===== src/rtl/warp_lane_sequencer_if.sv =====
// Handshake bundle between the warp-mask producer, the lane sequencer and the lane consumer.
// master = environment side (drives masks, accepts lanes); slave = sequencer side.
interface warp_lane_sequencer_if #(
  parameter int WARP_SIZE     = 32,
  parameter int LANE_ID_WIDTH = 5,
  parameter int CNT_WIDTH     = 6
) ();
  logic                     in_valid;
  logic                     in_ready;
  logic [WARP_SIZE-1:0]     in_mask;
  logic [CNT_WIDTH-1:0]     in_count;
  logic                     out_valid;
  logic                     out_ready;
  logic [LANE_ID_WIDTH-1:0] out_lane;
  logic                     out_last;
  logic [CNT_WIDTH-1:0]     out_idx;

  modport master (
    output in_valid, in_mask, in_count, out_ready,
    input  in_ready, out_valid, out_lane, out_last, out_idx
  );

  modport slave (
    input  in_valid, in_mask, in_count, out_ready,
    output in_ready, out_valid, out_lane, out_last, out_idx
  );
endinterface


===== src/rtl/warp_lane_sequencer.sv =====
// Serializes a warp active mask into one lane ID per cycle, lowest lane first.
// Optional popcount cross-check of in_count is built only when WARP_SEQ_COUNT_CHECK_EN is defined.
module warp_lane_sequencer #(
  parameter int WARP_SIZE     = 32,
  parameter int LANE_ID_WIDTH = 5,
  parameter int CNT_WIDTH     = 6
) (
  input  logic                        clk,
  input  logic                        rst_n,
  warp_lane_sequencer_if.slave        bus,
  output logic                        count_err
);
  typedef enum logic [0:0] {IDLE = 1'b0, ISSUE = 1'b1} state_t;

  localparam logic [WARP_SIZE-1:0] ZERO_W = {WARP_SIZE{1'b0}};
  localparam logic [WARP_SIZE-1:0] ONE_W  = {{(WARP_SIZE-1){1'b0}}, 1'b1};
  localparam logic [CNT_WIDTH-1:0] ZERO_C = {CNT_WIDTH{1'b0}};
  localparam logic [CNT_WIDTH-1:0] ONE_C  = {{(CNT_WIDTH-1){1'b0}}, 1'b1};

  state_t               state_r, state_s;
  logic [WARP_SIZE-1:0] pending_r, pending_s;
  logic [CNT_WIDTH-1:0] idx_r, idx_s;
  logic                 has_lane_s, last_s, take_s, ready_s, accept_s;

  function automatic logic [LANE_ID_WIDTH-1:0] lowest_lane(input logic [WARP_SIZE-1:0] m);
    lowest_lane = {LANE_ID_WIDTH{1'b0}};
    for (int i = WARP_SIZE - 1; i >= 0; i--) begin
      if (m[i]) lowest_lane = LANE_ID_WIDTH'(i);
    end
  endfunction

  // Handshake decode; in_ready depends combinationally on out_ready so warps chain without bubbles
  always_comb begin
    has_lane_s = (state_r == ISSUE);
    last_s     = (pending_r != ZERO_W) && ((pending_r & (pending_r - ONE_W)) == ZERO_W);
    take_s     = has_lane_s && bus.out_ready;
    ready_s    = (state_r == IDLE) || (take_s && last_s);
    accept_s   = bus.in_valid && ready_s;
  end

  // Next-state logic: a new accept overrides the drain of the final lane
  always_comb begin
    state_s   = state_r;
    pending_s = pending_r;
    idx_s     = idx_r;
    if (accept_s) begin
      if (bus.in_mask != ZERO_W) begin
        pending_s = bus.in_mask;
        idx_s     = ZERO_C;
        state_s   = ISSUE;
      end else begin
        pending_s = ZERO_W;
        idx_s     = ZERO_C;
        state_s   = IDLE;
      end
    end else begin
      case (state_r)
        ISSUE: begin
          if (take_s && last_s) begin
            pending_s = ZERO_W;
            idx_s     = ZERO_C;
            state_s   = IDLE;
          end else if (take_s) begin
            pending_s = pending_r & (pending_r - ONE_W);
            idx_s     = idx_r + ONE_C;
          end else begin
            pending_s = pending_r;
            idx_s     = idx_r;
          end
        end
        IDLE: begin
          pending_s = ZERO_W;
          idx_s     = ZERO_C;
        end
        default: begin
          pending_s = ZERO_W;
          idx_s     = ZERO_C;
          state_s   = IDLE;
        end
      endcase
    end
  end

  // Output decode from registered state only (plus the in_ready handshake term)
  always_comb begin
    bus.in_ready  = ready_s;
    bus.out_valid = has_lane_s;
    bus.out_lane  = lowest_lane(pending_r);
    bus.out_last  = last_s;
    bus.out_idx   = idx_r;
  end

  // Sequencer state registers
  always_ff @(posedge clk) begin
    if (!rst_n) begin
      state_r   <= IDLE;
      pending_r <= ZERO_W;
      idx_r     <= ZERO_C;
    end else begin
      state_r   <= state_s;
      pending_r <= pending_s;
      idx_r     <= idx_s;
    end
  end

`ifdef WARP_SEQ_COUNT_CHECK_EN
  logic count_err_r;
  logic mismatch_s;

  function automatic logic [CNT_WIDTH-1:0] popcount(input logic [WARP_SIZE-1:0] m);
    popcount = {CNT_WIDTH{1'b0}};
    for (int i = 0; i < WARP_SIZE; i++) begin
      popcount = popcount + CNT_WIDTH'(m[i]);
    end
  endfunction

  // An all-zero mask with a zero count is trivially consistent and skipped
  always_comb begin
    mismatch_s = accept_s
              && ((bus.in_mask != ZERO_W) || (bus.in_count != ZERO_C))
              && (bus.in_count != popcount(bus.in_mask));
  end

  // Sticky count mismatch flag, cleared only by reset
  always_ff @(posedge clk) begin
    if (!rst_n) begin
      count_err_r <= 1'b0;
    end else if (mismatch_s) begin
      count_err_r <= 1'b1;
    end else begin
      count_err_r <= count_err_r;
    end
  end

  assign count_err = count_err_r;
`else
  logic unused_count_s;
  assign unused_count_s = ^bus.in_count;
  assign count_err      = 1'b0;
`endif

endmodule

===== src/flat_wrapper.sv =====
// flat-port wrapper written by rule: the top's interface ports become plain ports
module warp_lane_sequencer_flat 
#(
  parameter int WARP_SIZE     = 32,
  parameter int LANE_ID_WIDTH = 5,
  parameter int CNT_WIDTH     = 6
)
  (clk, rst_n, count_err, bus_in_valid, bus_in_mask, bus_in_count, bus_out_ready, bus_in_ready, bus_out_valid, bus_out_lane, bus_out_last, bus_out_idx);
  warp_lane_sequencer_if #(.WARP_SIZE(WARP_SIZE), .LANE_ID_WIDTH(LANE_ID_WIDTH), .CNT_WIDTH(CNT_WIDTH)) bus_i ();
  input  logic clk;
  input  logic rst_n;
  output logic count_err;
  input wire logic [$bits(bus_i.in_valid)-1:0] bus_in_valid;
  input wire logic [$bits(bus_i.in_mask)-1:0] bus_in_mask;
  input wire logic [$bits(bus_i.in_count)-1:0] bus_in_count;
  input wire logic [$bits(bus_i.out_ready)-1:0] bus_out_ready;
  output wire logic [$bits(bus_i.in_ready)-1:0] bus_in_ready;
  output wire logic [$bits(bus_i.out_valid)-1:0] bus_out_valid;
  output wire logic [$bits(bus_i.out_lane)-1:0] bus_out_lane;
  output wire logic [$bits(bus_i.out_last)-1:0] bus_out_last;
  output wire logic [$bits(bus_i.out_idx)-1:0] bus_out_idx;
  assign bus_i.in_valid = bus_in_valid;
  assign bus_i.in_mask = bus_in_mask;
  assign bus_i.in_count = bus_in_count;
  assign bus_i.out_ready = bus_out_ready;
  assign bus_in_ready = bus_i.in_ready;
  assign bus_out_valid = bus_i.out_valid;
  assign bus_out_lane = bus_i.out_lane;
  assign bus_out_last = bus_i.out_last;
  assign bus_out_idx = bus_i.out_idx;
  warp_lane_sequencer #(.WARP_SIZE(WARP_SIZE), .LANE_ID_WIDTH(LANE_ID_WIDTH), .CNT_WIDTH(CNT_WIDTH)) u_core (.clk(clk), .rst_n(rst_n), .bus(bus_i), .count_err(count_err));
endmodule

===== config.mk =====
export PLATFORM = sky130hd
export DESIGN_NAME = warp_lane_sequencer_flat
export DESIGN_NICKNAME = d
export VERILOG_FILES = /design/src/rtl/warp_lane_sequencer_if.sv /design/src/rtl/warp_lane_sequencer.sv /design/src/flat_wrapper.sv
export SDC_FILE = /design/constraint.sdc
export NUM_CORES = 1
export LEC_CHECK = 0
export ABC_AREA = 1
export CORE_ASPECT_RATIO = 0.7
export CORE_MARGIN = 2
export CORE_UTILIZATION = 47
export DETAILED_ROUTE_END_ITERATION = 10
export PLACE_DENSITY = 0.77
export SYNTH_ARGS = -nofsm -noshare
export SYNTH_HDL_FRONTEND = slang
export SYNTH_SLANG_ARGS = --single-unit

===== constraint.sdc =====
create_clock -name clk -period 2.15 [get_ports clk]
set_input_delay 0.3225 -clock clk [delete_from_list [all_inputs] [get_ports clk]]
set_output_delay 0.3225 -clock clk [all_outputs]
set_load 0.01 [all_outputs]

==> impl_metrics.csv <==
group,metric,value,unit
worst_setup_path,cp_top_family,"simple AND/OR/NAND/NOR gates",
cts,cts_made_buffers,5,
global_routing,grt_antenna_before_repair,0,
synth,asyncSetResetFlopFracSynth,0,%
drt,vias,3635,
sta,final.setup_skew,6.13,ps
global_routing,vias_in_the_first_global_route,3278,
layout,final_net_count,640,
drt,drt.antenna.violating_nets,0,
layout,fraction_of_layout_instances_using_a_drive_strength_above_1,31.0,%
worst_setup_path,cp.arrival,2600,ps
placed_design,dpl.hpwl,6.63,mm
run,maxCapViolations,0,
placed_design,io_buffers,49,
cts,cts_sinks,39,
synth,synth-seq-cells,39,
cts,clk-insertion-delay-late,300,ps
worst_setup_path,cp_common_cell,"sky130_fd_sc_hd__nand2_1",
worst_setup_path,worstPathRequired,1830,ps
global_routing,grt_first_pass_wirelength,15.0,mm
floorplan,fp.dieArea,6390,um2
sta,final-setup-viol-count,44,
floorplan,floorplan.initialDensity,47.9,%
cts,cts_htree_levels,2,
layout,layoutNonFillerInstCount,672,
synth,post-synth-top-area-fraction,28.9,%
synth,synth_top_cells_by_count,"sky130_fd_sc_hd__nand2_1 (136), sky130_fd_sc_hd__inv_1 (50), sky130_fd_sc_hd__nor2_1 (50)",
power_and_ir_drop,share_seq_of_total_power,33.3,%
floorplan,pin_count,57,
placed_design,placedCellCount,653,
sta,post-route-period-util,136,%
sta,final_max_slew_viol_count,0,
power_and_ir_drop,sw_frac_of_total,36.5,%
layout,seqCellArea,791,um2
worst_setup_path,crit_path_max_incr_delay,340,ps
drt,first_iter_violations,304,
floorplan,die_w,94.7,um
cts,cts_tree,"done",
drt,drcViolationCount,0,
synth,synth_top_area_cell,"sky130_fd_sc_hd__dfxtp_1",
drt,detail_route.vias_per_cell,5.41,
layout,diodes_inserted,0,
drt,drt-pass1-iter-count,6,
floorplan,core_area,5640,um2
cts,cts_root_buffer,"sky130_fd_sc_hd__clkbuf_8",
worst_setup_path,regToRegEndpoint,"u_core.pending_r[29]",
power_and_ir_drop,static_leak,2.00,nW
drt,routed_wirelength,9.72,mm
floorplan,std_cell_rows,23,
global_routing,globalRoute.totalOverflow,0,
worst_hold_path,worstHoldStart,"u_core.bus.out_idx[5]",
synth,ys_dominant_reg_cell,"sky130_fd_sc_hd__dfxtp_1",
layout,multiInputGateArea,1720,um2
worst_hold_path,holdPathStages,2,
worst_setup_path,setup.worst_path.start_class,"register",
power_and_ir_drop,vdd_ir_drop_max,0.346,mV
worst_setup_path,critical_path_top_delay_cell,"sky130_fd_sc_hd__dfxtp_1",
synth,yosys.cell_types.count,41,
power_and_ir_drop,combPwrFrac,45.0,%
worst_setup_path,crit_chain,"nor2_1 -> nand2_1 -> nor2_2 -> nand2_1 -> nor2_1 -> inv_2 -> nor2_2 -> nand2_1 -> inv_2 -> a21oi_1 -> nor2_1 -> nand2_1 -> nor2_2 -> nand3_2 -> nor2_4 -> nand3_2 -> nand2_4 -> buf_6",
sta,hold_viol,0,
floorplan,die_y,67.5,um
synth,postSynthCellCount,445,
layout,final_util,76.3,%
sta,achievable_freq,342,MHz
synth,synth.yosys.warnings,0,
cts,cts_buffer_depth,2,
worst_setup_path,worst-r2r-cell-count,24,
synth,synth_area_per_cell,6.08,um2
synth,synthesized_nets,488,
layout,num-fill-cells,417,
drt,drt-wirelength-per-cell,14.5,um
power_and_ir_drop,power.internal,0.00154,W
synth,number_of_enable_flip_flop_cells_after_synthesis,0,
worst_hold_path,worst_hold_path.endpoint,"u_core.bus.out_idx[5]",
worst_hold_path,min-delay-path-class,"reg2reg",
placed_design,pre_cts_ws,-763,ps
synth,syn_area,2700,um2
synth,synth.yosys.seq_area_share,28.9,%
worst_setup_path,criticalPathCategory,"reg2out",
worst_setup_path,reg2reg_slack,-760,ps
sta,finalSetupTns,-28140,ps
run_status,outcome,"complete, but fails checks",
global_routing,pin_count_of_the_biggest_net_entering_global_routing,46,
sta,period_minus_slack,2920,ps
worst_setup_path,cp_max_fo,4,
sta,fin_ws,-775,ps
run_status,failed_checks,"negative setup slack",
global_routing,groute.usage.overall,30.1,%
placed_design,global_placement_routability_congestion,0.947,
layout,layout_overhead_on_the_synthesized_area,59.2,%
synth,synth_top_cells_by_area,"sky130_fd_sc_hd__dfxtp_1 (29%), sky130_fd_sc_hd__nand2_1 (19%), sky130_fd_sc_hd__a31oi_1 (7.2%), sky130_fd_sc_hd__inv_1 (6.9%), sky130_fd_sc_hd__nor2_1 (6.9%)",
power_and_ir_drop,clockPowerShare,21.6,%
power_and_ir_drop,power_switching,0.000887,W
sta,rsz0062_at_grt,"true",
worst_setup_path,crit_path_end_kind,"output pin",
worst_setup_path,critical_path.reg2reg.startpoint,"u_core.pending_r[14]",
cts,cts.clk_slew.worst_paths,80,ps
synth,most_frequent_cell_after_synthesis,"sky130_fd_sc_hd__nand2_1",
worst_setup_path,critical_path.n_buffers_inverters,3,
power_and_ir_drop,power_density,565,nW/um2
-- layout make-up --
type	count	share of cell area, %
Sequential cell	39	18.4
Timing Repair Buffer	162	31.9
Tap cell	75	2.18
Clock inverter	1	0.116
Inverter	60	5.52
Clock buffer	6	1.92
Multi-Input combinational cell	329	40.0
-- layer usage --
layer	global-route usage, %	share of wire [%]	wire [um]	up-vias
met5	0	0	0	-
met4	10.9	2.1	203	0
met3	6.36	8.6	836	30
met2	50.3	45	4420	196
met1	38.8	44	4270	1661
li1	-	-	-	1748
-- tightest hold or removal path: stages (launching register included) --
cell	delay, ps
sky130_fd_sc_hd__dfxtp_1	350
sky130_fd_sc_hd__xor2_1	70
sky130_fd_sc_hd__nor2_1	80
-- cell families (layout without fill, tap and decap cells) --
kind of cell    count (synthesis)  in the layout  synth area share, %
buf+inv                        77            229                 11.5
compound gates                 83             83                 17.1
simple gates                  239            239                 40.3
flops                          39             39                 28.9
other cells                     1              1                0.139
xor+xnor                        5              5                 1.62
fa+ha+maj                       1              1                0.463
-- power groups by stage --
stage	combinational [W]	sequential [W]	clock (W)
2_1_floorplan	0.000483	0.000826	0
3_3_place_gp	0.000972	0.000816	0
3_5_place_dp	0.000989	0.000818	0
4_1_cts	0.00103	0.000804	0.000521
5_1_grt	0.00118	0.000815	0.000558
6_report	0.00110	0.000810	0.000526
-- stage by stage --
| step | cell area, um2 | total power (W) | hold WS (ps) |
|---|---|---|---|
| after global placement | 4000 | 0.00179 | 495 |
| after floorplan | 2720 | 0.00131 | 459 |
| after detailed placement | 4000 | 0.00181 | 519 |
| after global routing | 4300 | 0.00256 | 568 |
| final | 4300 | 0.00243 | 534 |
| after CTS | 4230 | 0.00236 | 539 |
-- how the worst max path moves through the flow --
stage / from / endpoint / slack, ps / cells past startpoint
after floorplan: u_core.pending_r[2] / u_core.pending_r[28] / -240 / 20
after global placement: u_core.pending_r[8] / bus_in_ready / -720 / 14
after detailed placement: u_core.pending_r[8] / bus_in_ready / -760 / 14
after CTS: u_core.pending_r[5] / bus_in_ready / -730 / 17
after global routing: u_core.pending_r[30] / bus_out_lane[0] / -1020 / 32
final: u_core.pending_r[14] / bus_in_ready / -770 / 18
-- cell usage in the layout, fill, tap and decap left out, types with 3 or more instances in the layout --
| cell type | synthesis | routed |
|---|---|---|
| sky130_fd_sc_hd__inv_1 | 50 | 47 |
| sky130_fd_sc_hd__nand2_2 | 2 | 6 |
| sky130_fd_sc_hd__inv_2 | 8 | 11 |
| sky130_fd_sc_hd__a21oi_1 | 16 | 12 |
| sky130_fd_sc_hd__nor2_2 | 7 | 9 |
| sky130_fd_sc_hd__a21oi_2 | 1 | 5 |
| sky130_fd_sc_hd__buf_6 | 1 | 8 |
| sky130_fd_sc_hd__nor2_4 | 1 | 7 |
| sky130_fd_sc_hd__xor2_1 | 3 | 3 |
| sky130_fd_sc_hd__clkdlybuf4s50_1 | 0 | 42 |
| sky130_fd_sc_hd__buf_2 | 1 | 3 |
| sky130_fd_sc_hd__nand4_1 | 5 | 5 |
| sky130_fd_sc_hd__o21ai_0 | 32 | 29 |
| sky130_fd_sc_hd__nand2_1 | 136 | 130 |
| sky130_fd_sc_hd__nor4_1 | 11 | 11 |
| sky130_fd_sc_hd__nor2_1 | 50 | 42 |
| sky130_fd_sc_hd__dfxtp_2 | 0 | 8 |
| sky130_fd_sc_hd__o21ai_1 | 1 | 3 |
| sky130_fd_sc_hd__dfxtp_1 | 39 | 31 |
| sky130_fd_sc_hd__buf_4 | 3 | 105 |
| sky130_fd_sc_hd__clkbuf_8 | 0 | 6 |
| sky130_fd_sc_hd__nand2_4 | 2 | 4 |
| sky130_fd_sc_hd__nand3_1 | 11 | 11 |
| sky130_fd_sc_hd__a31oi_1 | 31 | 31 |
-- state kept, by name, indices dropped and copies added, names as in the netlist --
register	count
u_core.bus.out_valid	1
u_core.pending_r	32
u_core.bus.out_idx	6
-- repair_timing --
action | in CTS | in global routing
hold buffers | 0 | 0
cloned | 0 | 0
endpoints found under the hold margin | 0 | 0
resized for setup | 48 | 23
setup endpoints to repair | 46 | 46
pin swaps | 14 | 16
buffers inserted | 11 | 2
Note: power is estimated with default switching activity, not from simulation.
